$ cat src/rtl/ov7670_fifo_ctrl.sv
// AL422B frame-FIFO controller for the OV7670 camera board: captures one frame
// between two VSYNC edges, then rewinds the read pointer and returns bytes on request.
`timescale 1ns/1ps
module ov7670_fifo_ctrl #(
  parameter int unsigned FRAME_BYTES = 614400,
  parameter int unsigned RCLK_HALF   = 2,
  parameter int unsigned RRST_CLKS   = 4,
  parameter int unsigned WRST_CYCLES = 4
) (
  input  logic       i_clk,
  input  logic       i_rstn,
  input  logic       i_capture_start,
  input  logic       i_read_start,
  input  logic       i_fifo_rd_byte_str,
  output logic       o_fifo_busy,
  output logic       o_fifo_rrst_done,
  output logic       o_data_ready,
  output logic [7:0] o_data_byte,
  input  logic       i_cam_vsync,
  input  logic [7:0] i_fifo_data,
  output logic       o_fifo_wen,
  output logic       o_fifo_wrst_n,
  output logic       o_fifo_rrst_n,
  output logic       o_fifo_rclk,
  output logic       o_fifo_oe_n
);

  localparam int unsigned CNT_W   = $clog2(FRAME_BYTES + 1);
  localparam int unsigned TMR_MAX = (RCLK_HALF > WRST_CYCLES) ? RCLK_HALF : WRST_CYCLES;
  localparam int unsigned TMR_W   = (TMR_MAX > 1) ? $clog2(TMR_MAX) : 1;
  localparam int unsigned PLS_W   = (RRST_CLKS > 1) ? $clog2(RRST_CLKS) : 1;

  typedef enum logic [2:0] {
    IDLE,
    CAP_WAIT_VS,
    CAP_WRST,
    CAP_WRITE,
    RD_RST,
    RD_WAIT,
    RD_HI,
    RD_LO
  } state_t;

  state_t             state;
  logic [CNT_W-1:0]   byte_cnt;
  logic [TMR_W-1:0]   tmr;
  logic [PLS_W-1:0]   pls;
  logic               vs_meta;
  logic               vs_sync;
  logic               vs_prev;
  logic               vs_rise_c;

  // VSYNC comes from the camera clock domain; two flops, then edge detect.
  always_ff @(posedge i_clk or negedge i_rstn) begin
    if (!i_rstn) begin
      vs_meta <= 1'b0;
      vs_sync <= 1'b0;
      vs_prev <= 1'b0;
    end else begin
      vs_meta <= i_cam_vsync;
      vs_sync <= vs_meta;
      vs_prev <= vs_sync;
    end
  end

  assign vs_rise_c = vs_sync & ~vs_prev;

  // Sequencer: all FIFO pins and handshake outputs are driven from registers here.
  always_ff @(posedge i_clk or negedge i_rstn) begin
    if (!i_rstn) begin
      state            <= IDLE;
      byte_cnt         <= '0;
      tmr              <= '0;
      pls              <= '0;
      o_fifo_busy      <= 1'b0;
      o_fifo_rrst_done <= 1'b0;
      o_data_ready     <= 1'b0;
      o_data_byte      <= 8'h00;
      o_fifo_wen       <= 1'b0;
      o_fifo_wrst_n    <= 1'b1;
      o_fifo_rrst_n    <= 1'b1;
      o_fifo_rclk      <= 1'b0;
      o_fifo_oe_n      <= 1'b1;
    end else begin
      o_fifo_oe_n      <= 1'b0;
      o_fifo_rrst_done <= 1'b0;
      o_data_ready     <= 1'b0;

      case (state)
        IDLE: begin
          if (i_capture_start) begin
            state       <= CAP_WAIT_VS;
            o_fifo_busy <= 1'b1;
          end else if (i_read_start) begin
            state         <= RD_RST;
            o_fifo_busy   <= 1'b1;
            o_fifo_rrst_n <= 1'b0;
            o_fifo_rclk   <= 1'b1;
            tmr           <= '0;
            pls           <= '0;
          end
        end

        CAP_WAIT_VS: begin
          if (vs_rise_c) begin
            state         <= CAP_WRST;
            o_fifo_wrst_n <= 1'b0;
            tmr           <= '0;
          end
        end

        CAP_WRST: begin
          if (tmr == TMR_W'(WRST_CYCLES - 1)) begin
            state         <= CAP_WRITE;
            o_fifo_wrst_n <= 1'b1;
            o_fifo_wen    <= 1'b1;
            tmr           <= '0;
          end else begin
            tmr <= tmr + TMR_W'(1);
          end
        end

        CAP_WRITE: begin
          if (vs_rise_c) begin
            state       <= IDLE;
            o_fifo_wen  <= 1'b0;
            o_fifo_busy <= 1'b0;
          end
        end

        // Read-pointer reset needs RCLK toggling while RRST is held low.
        RD_RST: begin
          if (tmr == TMR_W'(RCLK_HALF - 1)) begin
            tmr <= '0;
            if (o_fifo_rclk) begin
              o_fifo_rclk <= 1'b0;
            end else if (pls == PLS_W'(RRST_CLKS - 1)) begin
              state            <= RD_WAIT;
              o_fifo_rrst_n    <= 1'b1;
              o_fifo_rrst_done <= 1'b1;
              byte_cnt         <= '0;
            end else begin
              o_fifo_rclk <= 1'b1;
              pls         <= pls + PLS_W'(1);
            end
          end else begin
            tmr <= tmr + TMR_W'(1);
          end
        end

        RD_WAIT: begin
          if (byte_cnt == CNT_W'(FRAME_BYTES)) begin
            state       <= IDLE;
            o_fifo_busy <= 1'b0;
          end else if (i_fifo_rd_byte_str) begin
            state       <= RD_HI;
            o_fifo_rclk <= 1'b1;
            tmr         <= '0;
          end
        end

        // Data is sampled at the end of the high phase, after the FIFO access time.
        RD_HI: begin
          if (tmr == TMR_W'(RCLK_HALF - 1)) begin
            state        <= RD_LO;
            o_fifo_rclk  <= 1'b0;
            o_data_byte  <= i_fifo_data;
            o_data_ready <= 1'b1;
            tmr          <= '0;
          end else begin
            tmr <= tmr + TMR_W'(1);
          end
        end

        RD_LO: begin
          if (tmr == TMR_W'(RCLK_HALF - 1)) begin
            state    <= RD_WAIT;
            byte_cnt <= byte_cnt + CNT_W'(1);
            tmr      <= '0;
          end else begin
            tmr <= tmr + TMR_W'(1);
          end
        end

        default: state <= IDLE;
      endcase
    end
  end

endmodule

$ cat config.mk
export PLATFORM = sky130hd
export DESIGN_NAME = ov7670_fifo_ctrl
export DESIGN_NICKNAME = d
export VERILOG_FILES = /design/src/rtl/ov7670_fifo_ctrl.sv
export SDC_FILE = /design/constraint.sdc
export NUM_CORES = 1
export LEC_CHECK = 0
export ABC_AREA = 1
export CAP_MARGIN = 20
export CORE_MARGIN = 5
export CORE_UTILIZATION = 35
export DETAILED_ROUTE_END_ITERATION = 8
export SLEW_MARGIN = 20
export SYNTH_ARGS = -nofsm -noshare
export SYNTH_HDL_FRONTEND = slang
export SYNTH_SLANG_ARGS = --single-unit
$ cat constraint.sdc
create_clock -name i_clk -period 1.7 [get_ports i_clk]
set_input_delay 0.425 -clock i_clk [delete_from_list [all_inputs] [get_ports i_clk]]
set_output_delay 0.425 -clock i_clk [all_outputs]
set_load 0.02 [all_outputs]
==> flow_metrics.env <==
export IMPL_critPathSlowestCell="dfstp_2"
export IMPL_wl_per_cell_um=11.9
export IMPL_reg2regPathDepth=8
export IMPL_track_usage_pct=14.2
export IMPL_dieArea_sq_mm=0.00981
export IMPL_skew_ns=0.0153
export IMPL_post_cts_setup_buffer_count=0
export IMPL_hold_path_class="in -> async"
export IMPL_final_max_slew_viol_count=0
export IMPL_cpPeakStageDelay_ns=0.55
export IMPL_cp_max_fo=2
export IMPL_portBuffers=29
export IMPL_num_rows=32
export IMPL_grt_pass1_wl_mm=11.6
export IMPL_cts_sinks=46
export IMPL_clock_latency_ns=0.31
export IMPL_reg2reg_slack_ns=0.10
export IMPL_synth_edf_count=0
export IMPL_postSynthAreaPerCell_sq_um=7.19
export IMPL_r2r_start="tmr[1]"
export IMPL_fmax_mhz=621
export IMPL_grt_pass1_vias=2485
export IMPL_hold_viol=0
export IMPL_crit_path_end_kind="primary output"
export IMPL_synth_cell_types=34
export IMPL_cp_data_arrival_time_ns=1.19
export IMPL_worst_ir_drop_vdd_v=0.000687
export IMPL_cts_buffers=5
export IMPL_cts_tree="built"
export IMPL_cts_max_level=2
export IMPL_postRouteAntennaNets=0
export IMPL_drc=0
export IMPL_final_nets=453
export IMPL_synth_warnings=0
export IMPL_status="complete, no violations"
export IMPL_critPathTopFamily="flip-flops"
export IMPL_core_area_sq_mm=0.00773
export IMPL_wl_mm=6.40
export IMPL_ys_seq_area_share_pct=41.6
export IMPL_cp_required_ns=1.27
export IMPL_place_congestion=0.848
export IMPL_min_period_ns=1.61
export IMPL_synth_async_sr_flop_share_pct=100
export IMPL_dr_total_vias=2507
export IMPL_overflow=0
export IMPL_dieHeight_um=99.0
export IMPL_yosys_area_share_adder_pct=2.71
export IMPL_grt_start_max_net_pins=47
export IMPL_synth_top_family_by_area="simple AND/OR/NAND/NOR gates"
export IMPL_drtPass1Iterations=4
export IMPL_dp_hpwl_mm=4.89
export IMPL_tns_ns=0
export IMPL_path_buf_inv=1
export IMPL_synth_cells=386
export IMPL_ys_seq_elements=46
export IMPL_fin_total_pwr_mw=4.44
export IMPL_cts_buffer_depth=2
export IMPL_dpl_cell_area_sq_mm=0.00330
export IMPL_r2r_end="byte_cnt[18]"
export IMPL_avgViaCountPerCell=4.68
export IMPL_leakage_nw=1.67
export IMPL_initial_utilization_pct=35.9
export IMPL_synth_flop_cell="dfrtp_1"
export IMPL_num_antenna_cells=0
export IMPL_yosys_area_share_xor_xnor_pct=0.631
export IMPL_crit_chain="dlygate4sd2_1"
export IMPL_cts_root_buf="clkbuf_8"
export IMPL_synth_compound_area_share_pct=5.86
export IMPL_crit_type="reg -> out"
export IMPL_antenna_found_initial=0
export IMPL_cp_startpoint="o_fifo_rrst_n"
export IMPL_die_x_um=99.0
export IMPL_critPathLaunchType="register"
export IMPL_min_period_over_period_pct=94.8
export IMPL_clkTransAtPathRegs_ns=0.11
export IMPL_timing_final_setup_violations=0
export IMPL_syn2layout_area_growth_pct=22.7
export IMPL_io_pins=30
export IMPL_yosys_mux_area_fraction_pct=0
export IMPL_power_density_mw_per_mm2=1300
export IMPL_postLayoutCellArea_sq_mm=0.00340
export IMPL_synth_area_sq_mm=0.00277
export IMPL_synthSimpleGateAreaFrac_pct=40.8
export IMPL_holdBufCountCts=0
export IMPL_first_iter_violations=115
export IMPL_max_cap_viol_count=0
export IMPL_final_layout_size_suffix_gt1_share_pct=13.4
export IMPL_synth_nets=406
## final cells by class
| cell class | instances | area [sq um] |
|---|---|---|
| clock inverters | 3 | 28.8 |
| repair buffers | 45 | 430 |
| inverters | 48 | 180 |
| well taps | 102 | 128 |
| clock buffers | 5 | 68.8 |
| flip-flops and latches | 46 | 1160 |
| fillers | 787 | 4320 |
| multi-input cells | 287 | 1410 |
## kinds of logic after synthesis
group / after synthesis
buffers and inverters: 53
adders and majority gates: 6
AOI/OAI and AO/OA: 29
and+or+nand+nor: 249
DFF: 46
other: 1
xor gates and xnor gates: 2
## per-layer routing
layer	track usage, %	vias up	part of all wire, %
met4	3.47	0	0.37
met2	23.1	31	46
met5	0	-	0
li1	-	1321	-
met1	19.1	1153	50
met3	3.33	2	3.3
## state kept, by name (all words and copies together), names as in the netlist, 2 cells and up
name	flops
byte_cnt	20
o_data_byte	8
state	3
pls	2
tmr	2
## synthesized netlist by cell type (all sizes together), types with 2 or more instances
| library cell | n | area share [%] |
|---|---|---|
| nor2 | 52 | 8.5 |
| dfstp | 3 | 2.8 |
| nand2 | 133 | 19 |
| inv | 48 | 6.5 |
| buf | 5 | 1.7 |
| ha | 6 | 2.7 |
| o21ai | 19 | 3.4 |
| nand3 | 38 | 7.2 |
| o21bai | 2 | 0.54 |
| or2 | 3 | 0.68 |
| a21oi | 6 | 1.4 |
| nand4 | 15 | 3.6 |
| nor3 | 6 | 1.3 |
| dfrtp | 43 | 39 |
## through the flow
| stage | hold slack, ns | setup WS [ns] | utilization (%) | std cells |
|---|---|---|---|---|
| after CTS | 0.0891 | 0.0107 | 43.7 | 536 |
| after detailed placement | 0.346 | -0.0373 | 42.7 | 528 |
| final | 0.0706 | 0.0886 | 44.1 | 536 |
| after floorplan | 0.129 | 0.273 | - | 386 |
| after global routing | 0.104 | -0.00879 | 44.1 | 536 |
| after global placement | 0.339 | -0.00767 | 42.7 | 528 |
## where the power goes
part	internal, mW	leakage [nW]	switching (mW)
clock	0.309	0.0506	0.442
combinational	0.813	1.03	1.32
sequential	1.36	0.589	0.194
total	2.48	1.67	1.96
## worst max-delay path by stage
stage                                to  slack, ns  cells after the start
after detailed placement       state[1]      -0.04                      7
final                     o_fifo_rrst_n       0.09                      1
after CTS                  o_data_ready       0.01                      1
after global placement         state[1]     -0.008                      8
after floorplan            byte_cnt[18]       0.27                      9
after global routing           state[2]     -0.009                     10
## cells in the final DEF, fill, tap and decap left out, types with 2 or more instances in the layout
master           Yosys  routed
inv_2                3       3
nor3_1               5       5
nor2_4               2       2
nor2_2               4       5
or2_2                3       3
nand2_1            128     127
nor2_1              45      44
dfstp_2              3       3
a21oi_2              2       3
a21oi_1              4       3
nand2_4              3       3
ha_1                 6       5
o21ai_0             13      13
o21ai_1              6       6
clkdlybuf4s50_1      0      12
buf_4                0      13
dfrtp_1             43      41
dlygate4sd2_1        0      14
clkbuf_8             0       5
nand2_2              2       3
inv_1               45      45
buf_12               0       3
o21bai_1             2       2
nand3_1             36      36
dlymetal6s2s_1       0       2
nand4_1             14      14
nand3_2              2       2
dfrtp_2              0       2
## what timing repair did
action | CTS | global route
endpoints found under the setup margin | 14 | 17
endpoints found under the hold margin | 0 | 0
pin swaps | 0 | 0
resized for setup | 14 | 9
(Power assumes the default switching activity.)
